[src/rtl/int8_sched_pkg.sv]
// rtl/int8_sched_pkg.sv - shared types and constants for the INT8 tile scheduler
package int8_sched_pkg;

    localparam int NUM_BANKS             = 2;
    localparam int SCHED_PSU_DEPTH_WIDTH = 9;
    localparam int SCHED_TILE_CNT_WIDTH  = 8;
    localparam int SCHED_K_CNT_WIDTH     = 6;

    typedef enum logic [2:0] {
        ST_IDLE,
        ST_WAIT_BUF,
        ST_START,
        ST_RUN,
        ST_FINISH
    } sched_state_e;

    typedef struct packed {
        logic [SCHED_TILE_CNT_WIDTH-1:0]  num_tiles;
        logic [SCHED_K_CNT_WIDTH-1:0]     k_steps;
        logic [SCHED_PSU_DEPTH_WIDTH-1:0] psu_depth;
    } sched_job_t;

endpackage

[src/rtl/int8_bank_scoreboard.sv]
// rtl/int8_bank_scoreboard.sv - full/empty tracking of the ping-pong input banks
module int8_bank_scoreboard
    import int8_sched_pkg::*;
(
    input  logic                 clk,
    input  logic                 rst,
    input  logic                 set_en,
    input  logic                 set_bank,
    input  logic                 clr_en,
    input  logic                 clr_bank,
    output logic [NUM_BANKS-1:0] full,
    output logic                 err_overflow
);

    logic [NUM_BANKS-1:0] set_vec;
    logic [NUM_BANKS-1:0] clr_vec;

    always_comb begin
        set_vec = '0;
        clr_vec = '0;
        if (set_en) set_vec[set_bank] = 1'b1;
        if (clr_en) clr_vec[clr_bank] = 1'b1;
    end

    // Set is applied after clear so a refill in the release cycle is never lost.
    always_ff @(posedge clk or posedge rst) begin
        if (rst) begin
            full         <= '0;
            err_overflow <= 1'b0;
        end else begin
            full <= (full & ~clr_vec) | set_vec;
            if (set_en && full[set_bank]) err_overflow <= 1'b1;
        end
    end

endmodule

[src/rtl/int8_tile_sched.sv]
// rtl/int8_tile_sched.sv - GEMM job scheduler feeding the INT8 exec controller
// Optional stall counter enabled by defining INT8_SCHED_PERF_EN.
module int8_tile_sched
    import int8_sched_pkg::*;
#(
    parameter int PSU_DEPTH_WIDTH = SCHED_PSU_DEPTH_WIDTH,
    parameter int TILE_CNT_WIDTH  = SCHED_TILE_CNT_WIDTH,
    parameter int K_CNT_WIDTH     = SCHED_K_CNT_WIDTH
) (
    input  logic                       clk,
    input  logic                       rst,
    input  logic                       job_valid,
    output logic                       job_ready,
    input  logic [TILE_CNT_WIDTH-1:0]  job_num_tiles,
    input  logic [K_CNT_WIDTH-1:0]     job_k_steps,
    input  logic [PSU_DEPTH_WIDTH-1:0] job_psu_depth,
    input  logic                       load_done,
    input  logic                       load_bank,
    output logic                       bank_release,
    output logic                       release_bank,
    output logic                       exec_start,
    input  logic                       exec_done,
    output logic                       psu_acc_en,
    output logic [PSU_DEPTH_WIDTH-1:0] psu_depth,
    output logic                       exec_bank,
    output logic [TILE_CNT_WIDTH-1:0]  tile_idx,
    output logic [K_CNT_WIDTH-1:0]     k_idx,
    output logic                       busy,
    output logic                       job_done,
    output logic                       err_overflow,
    output logic [31:0]                perf_stall_cycles
);

    localparam logic [TILE_CNT_WIDTH-1:0] TILE_ONE = 1;
    localparam logic [K_CNT_WIDTH-1:0]    K_ONE    = 1;

    sched_state_e         state;
    sched_job_t           job;
    logic [NUM_BANKS-1:0] full;
    logic                 pass_done;
    logic                 last_k;
    logic                 last_tile;
    logic                 job_empty;

    assign pass_done = (state == ST_RUN) && exec_done;
    assign last_k    = (k_idx == job.k_steps - K_ONE);
    assign last_tile = (tile_idx == job.num_tiles - TILE_ONE);
    assign job_empty = (job.num_tiles == '0) || (job.k_steps == '0);

    int8_bank_scoreboard u_scoreboard (
        .clk          (clk),
        .rst          (rst),
        .set_en       (load_done),
        .set_bank     (load_bank),
        .clr_en       (pass_done),
        .clr_bank     (exec_bank),
        .full         (full),
        .err_overflow (err_overflow)
    );

    always_ff @(posedge clk or posedge rst) begin
        if (rst) begin
            state        <= ST_IDLE;
            job          <= '0;
            job_ready    <= 1'b1;
            busy         <= 1'b0;
            exec_start   <= 1'b0;
            job_done     <= 1'b0;
            bank_release <= 1'b0;
            release_bank <= 1'b0;
            psu_acc_en   <= 1'b0;
            psu_depth    <= '0;
            exec_bank    <= 1'b0;
            tile_idx     <= '0;
            k_idx        <= '0;
        end else begin
            exec_start   <= 1'b0;
            job_done     <= 1'b0;
            bank_release <= 1'b0;
            case (state)
                ST_IDLE: begin
                    if (job_valid) begin
                        job.num_tiles <= job_num_tiles;
                        job.k_steps   <= job_k_steps;
                        job.psu_depth <= job_psu_depth;
                        tile_idx      <= '0;
                        k_idx         <= '0;
                        exec_bank     <= 1'b0;
                        job_ready     <= 1'b0;
                        busy          <= 1'b1;
                        state         <= ST_WAIT_BUF;
                    end
                end
                // Empty jobs are screened here on the latched descriptor, so they
                // finish without ever touching the banks.
                ST_WAIT_BUF: begin
                    if (job_empty) begin
                        job_done <= 1'b1;
                        state    <= ST_FINISH;
                    end else if (full[exec_bank]) begin
                        exec_start <= 1'b1;
                        psu_acc_en <= last_k;
                        psu_depth  <= job.psu_depth;
                        state      <= ST_START;
                    end
                end
                ST_START: begin
                    state <= ST_RUN;
                end
                ST_RUN: begin
                    if (exec_done) begin
                        bank_release <= 1'b1;
                        release_bank <= exec_bank;
                        exec_bank    <= ~exec_bank;
                        if (last_k) begin
                            k_idx    <= '0;
                            tile_idx <= tile_idx + TILE_ONE;
                        end else begin
                            k_idx <= k_idx + K_ONE;
                        end
                        if (last_k && last_tile) begin
                            job_done <= 1'b1;
                            state    <= ST_FINISH;
                        end else begin
                            state <= ST_WAIT_BUF;
                        end
                    end
                end
                ST_FINISH: begin
                    exec_bank <= 1'b0;
                    job_ready <= 1'b1;
                    busy      <= 1'b0;
                    state     <= ST_IDLE;
                end
                default: begin
                    state <= ST_IDLE;
                end
            endcase
        end
    end

`ifdef INT8_SCHED_PERF_EN
    always_ff @(posedge clk or posedge rst) begin
        if (rst) begin
            perf_stall_cycles <= '0;
        end else if (state == ST_WAIT_BUF && perf_stall_cycles != '1) begin
            perf_stall_cycles <= perf_stall_cycles + 32'd1;
        end
    end
`else
    assign perf_stall_cycles = '0;
`endif

endmodule

[config.mk]
export PLATFORM = sky130hd
export DESIGN_NAME = int8_tile_sched
export DESIGN_NICKNAME = d
export VERILOG_FILES = /design/src/rtl/int8_sched_pkg.sv /design/src/rtl/int8_bank_scoreboard.sv /design/src/rtl/int8_tile_sched.sv
export SDC_FILE = /design/constraint.sdc
export NUM_CORES = 1
export LEC_CHECK = 0
export CAP_MARGIN = 0
export CORE_MARGIN = 2
export CORE_UTILIZATION = 43
export CTS_CLUSTER_SIZE = 8
export DETAILED_ROUTE_END_ITERATION = 12
export HOLD_SLACK_MARGIN = 0.02
export PLACE_DENSITY = 0.76
export SYNTH_ARGS = -nofsm -noshare
export SYNTH_HDL_FRONTEND = slang
export SYNTH_SLANG_ARGS = --single-unit
export TNS_END_PERCENT = 100
[constraint.sdc]
create_clock -name clk -period 2.3 [get_ports clk]
set_input_delay 0.23 -clock clk [delete_from_list [all_inputs] [get_ports clk]]
set_output_delay 0.23 -clock clk [all_outputs]
set_load 0.01 [all_outputs]
Word level (Yosys, flattened, before mapping)
Cells that the tools add are included.
Widths: inputs -> output; s select.
Storage, ports and cells
  flip-flop bits (word level): 60
  input bits: 29
  output and inout bits: 64
  logic and storage cells: 99
Cells by class
  add/sub/neg operators: 4
  $lt $le $gt $ge: 4
  equality and inequality tests: 10
  multiplexer cells: 39
  bitwise operators: 5
  reductions and logical operators: 20
Operator list (count)
  $mux 8: 3
  $mux 6: 3
  $mux 1: 17
  $pmux 8 s2: 1
  $mux 3: 5
  $pmux 3 s4: 1
  $pmux 6 s2: 1
  $reduce_and 3->1: 4
  $add 8x1->8 const B: 1
  $eq 8x8->1: 1
  $logic_not 8->1: 1
  $sub 8x1->8 const B: 1
  $add 6x1->6 const B: 1
  $eq 3x2->1 const B: 2
  $eq 6x6->1: 1
  $logic_not 6->1: 1
  $ne 2x2->1 const B: 3
  $pmux 1 s2: 3
  $reduce_and 2->1: 3
  $sub 6x1->6 const B: 1
  $logic_and 1x1->1: 5
  $lt 1x2->1 const B: 2
  $mux 2: 2
  $reduce_and 4->1: 1
  14 further kinds: 18

Depth between registers and ports, before layout
  depth after elaboration: 8
  mapped depth: 9
  gate-level depth less buffers: 8

Cells and area by module
Synthesis repeated with hierarchy kept, for this count alone.
Unflattened totals
  cells, all modules: 331
  area, all modules: 3156.8 um^2
Modules (own cells, without submodules)
  int8_tile_sched: times used 1, cells an instance 320, area each 3026.7 um^2, sequential area each 1427.6 um^2
  int8_bank_scoreboard: times used 1, cells an instance 11, area each 130.1 um^2, sequential area each 75.1 um^2

Worst setup path after synthesis
No wires, ideal clock.
  path type: register -> register
  from: reg job[9] (netlist name)
  to: reg tile_idx[7]
  setup time: 0.069 ns
  arrival time: 2.454 ns
  data required time: 2.231 ns
  setup slack: -0.223 ns
  cell stages (with the launch flop): 10
  path buffers: 1
  clock period less this slack: 2.523 ns
  cells stage by stage: dfrtp_1 > inv_1 > ha_1 > nor2b_1 > or3_1 > a31o_1 > or3_4 > buf_6 > or4_1 > nand3_1
Between the ends
  word-level cells in the longest chain between the ends: 4
Ends and longest elaborated chain
  from (decl): line int8_tile_sched.sv:38  | sched_job_t job;
  $sub 6x1->6: line int8_tile_sched.sv:46  | assign last_k = (k_idx == job.k_steps - K_ONE);
  $eq 6x6->1: line int8_tile_sched.sv:46
  $ne 2x2->1 (no source line)
  $reduce_and 4->1 (no source line)
  to (signal assigned): line int8_tile_sched.sv:117  | tile_idx <= tile_idx + TILE_ONE;
  to (decl): line int8_tile_sched.sv:26  | output logic [TILE_CNT_WIDTH-1:0] tile_idx,
Every way passes these cells.
A chain may end at the register's enable or synchronous reset.

Worst setup path after layout
  from: reg job[9] (netlist name)
  to: reg tile_idx[2]
Same word-level chain as after synthesis.

==> flow_summary.yaml <==
synthesis:
  yosysMostFrequentCell: "dfrtp_1"
  ys_seq_area_frac: 0.472
  synthAdderAreaFrac: 0.0236
  synth_edf_count: 0
  synthCells: 307
  yosysTopAreaCellShare: 0.463
  yosys_warnings: 0
  synth-compound-area-share: 0.0962
  avgSynthCellArea_um2: 10.4
  synth_area_um2: 3190
  yosysTopAreaCell: "dfrtp_1"
  netlist_top_cells_count: "dfrtp_1, buf_4, nand2_1, mux2_2, nor2_1"
  synth-seq-cells: 60
  synth_ff_type: "dfrtp_1"
  synth_top_family_by_area: "simple AND/OR/NAND/NOR gates"
  synth.distinct_cells: 46
  async_flop_share: 1.00
  synthMuxAreaShare: 0.105
  synthSimpleGateAreaFrac: 0.147
  synthTopCellsByArea: "dfrtp_1, mux2_2, buf_4"
  synth_xor_xnor_area_share: 0.0495
timing:
  layout_min_cycle_time_ns: 2.33
  hold_violations: 0
  skew_ns: 0.00840
  slew_viol_final: 0
  setup_slack_ns: -0.0308
  period_share: 1.01
  rsz0062_at_grt: "yes"
  max_freq_mhz: 429
  max_slew.worst_pin.slew_ns: 0.588
  setup_viol: 2
  slew_headroom: 0.608
die:
  dieArea_um2: 8120
  io_pins: 93
  initial_core_util: 0.442
  fp.dieW_um: 90.1
  rows: 31
  die-height_um: 90.1
  coreArea_um2: 7210
place:
  port_buffers: 60
  gp_congestion: 0.753
  dp_hpwl_mm: 5.07
  place_ws_ns: -0.0406
clocking:
  ctsHtreeMaxLevel: 3
  clk_latency_ns: 0.34
  numCtsBuffers: 9
  root_buffer: "clkbuf_8"
  tritoncts: "built"
  clock_sinks: 60
  hold_buffers: 0
  clk_pin_slew_worst_paths_ns: 0.07
  clockBufferDepth: 2
finish:
  diodes: 0
  final_nets: 430
  drive_gt1_frac: 0.218
  areaGrowthSynthToFinish_pct: 33.3
  utilization: 0.589
  nFillCells: 605
setup_path:
  cp.arrival_ns: 2.61
  cpPeakStageDelay_ns: 0.50
  end_kind: "flop"
  path_buf_inv: 1
  crit_slowest_cell: "or4_4"
  crit_path_start_kind: "flop"
  cp_top_family: "simple AND/OR/NAND/NOR gates"
  cp_cell_sequence: "inv_2 > ha_4 > nor2b_4 > or3_1 > a31o_1 > or3_4 > or4_4 > nand3_2"
  worst-setup-path-type: "reg -> reg"
  worstPathMaxFanout: 5
  crit_required_ns: 2.58
global_routing:
  grt_overflow: 0
  antenna_found_initial: 0
  grt_start_max_net_pins: 32
  grt_util_all_layers: 0.180
  grt_pass1_vias: 2567
  grt_pass1_wl_mm: 11.9
outcome:
  failed_checks: "negative setup slack"
  status: "finished with violations"
power_and_ir_drop:
  power_mw: 5.41
  irDropWorstVdd_v: 0.000861
  leakage_nw: 1.88
  power.density_nw_per_um2: 1270
drt:
  routed_wl_mm: 7.04
  drt_iter0_drc: 131
  drc: 0
  vias_per_cell: 5.00
  wl_per_cell_um: 14.1
  ant_nets: 0
  vias: 2495
  drtPass1Iterations: 4
worst_hold_path:
  hold_path_class: "in -> async"
flow_run:
  maxCapViolations: 0
==> layer usage <==
layer / vias up / part of all wire / track usage
met5: - / 0 / 0
met4: 0 / 0.011 / 0.0628
met3: 10 / 0.088 / 0.0671
met2: 101 / 0.48 / 0.306
met1: 1188 / 0.42 / 0.210
li1: 1196 / - / -
==> layout by cell type, fill, tap and decap left out, types with 2 or more instances in the layout <==
cell,instances
a211o_1,2
a21o_1,2
a21oi_1,6
a22o_1,3
a31oi_1,2
a32o_1,3
buf_4,24
bufinv_16,3
clkbuf_8,9
clkdlybuf4s50_1,60
clkinv_2,2
clkinvlp_4,2
conb_1,32
dfrtp_1,59
ha_1,5
inv_1,10
inv_2,3
mux2_2,28
mux2i_1,2
nand2_1,29
nand2b_1,2
nand3_1,12
nand3_2,2
nand4_1,2
nor2_1,16
nor2b_1,2
nor3_1,7
nor3b_1,2
nor4_1,4
o211ai_1,4
o21ai_0,12
o22ai_1,2
o311ai_1,2
or3_4,2
or4_1,3
or4_4,2
xnor2_1,10
xor2_1,8
==> state kept, by name (all words and copies together), names as in the netlist <==
register and cells:
psu_depth 9, busy 1, job_ready 1, tile_idx 8, u_scoreboard.err_overflow 1, exec_bank 1, k_idx 6, state 3
exec_start 1, job_done 1, job 23, u_scoreboard.full 2, psu_acc_en 1, bank_release 1, release_bank 1
==> worst paths after layout <==
kind | startpoint | endpoint | slack, ns | depth (start not counted)
hold reg to reg | u_scoreboard.err_overflow | u_scoreboard.err_overflow | 0.48 | 1
min in group clk | job_k_steps[5] | job[14] | 0.46 | 3
max in group asynchronous | rst | job[10] | 1.34 | 3
setup reg to reg | job[9] | tile_idx[2] | -0.03 | 8
setup / recovery | job[9] | tile_idx[2] | -0.03 | 8
hold / removal | rst | job[2] | 0.25 | 2
==> final cells by class <==
type / count / area [µm²] / share of cell area
multi-input cells: 226 / 1530 / 0.361
inverters: 13 / 48.8 / 0.0115
clock buffers: 9 / 124 / 0.0292
repair buffers: 85 / 801 / 0.188
well taps: 99 / 124 / 0.0292
clock inverters: 7 / 115 / 0.0271
flip-flops and latches: 60 / 1500 / 0.354
==> where the power goes <==
| group | leakage [nW] | total, mW | internal, mW | switching (mW) |
|---|---|---|---|---|
| clock network | 0.115 | 1.15 | 0.715 | 0.431 |
| registers | 0.740 | 1.84 | 1.49 | 0.345 |
| logic | 1.02 | 2.43 | 1.34 | 1.09 |
| total | 1.88 | 5.41 | 3.54 | 1.87 |
==> logic make-up after synthesis <==
family	after synthesis
and+or+nand+nor	94
adders and majority gates	6
AOI/OAI and AO/OA	45
buffers and inverters	53
other	1
muxes	30
DFF	60
xor gates and xnor gates	18
==> through the flow <==
| step | instance area [µm²] | setup TNS (ns) | hold WS, ns | cells |
|---|---|---|---|---|
| after floorplan | 3320 | -0.0185 | 0.326 | 338 |
| after global placement | 3960 | 0 | 0.466 | 482 |
| after detailed placement | 3960 | -0.101 | 0.467 | 482 |
| after CTS | 4200 | -0.0583 | 0.264 | 498 |
| after global routing | 4250 | -0.840 | 0.309 | 499 |
| final | 4250 | -0.0593 | 0.253 | 499 |
==> what timing repair did <==
action | 4_1_cts | 5_1_grt
pin swaps | 1 | 4
gates cloned | 0 | 1
endpoints found under the setup margin | 5 | 17
setup buffers | 0 | 0
resized for setup | 1 | 13
Note: power is estimated with default switching activity, not from simulation.
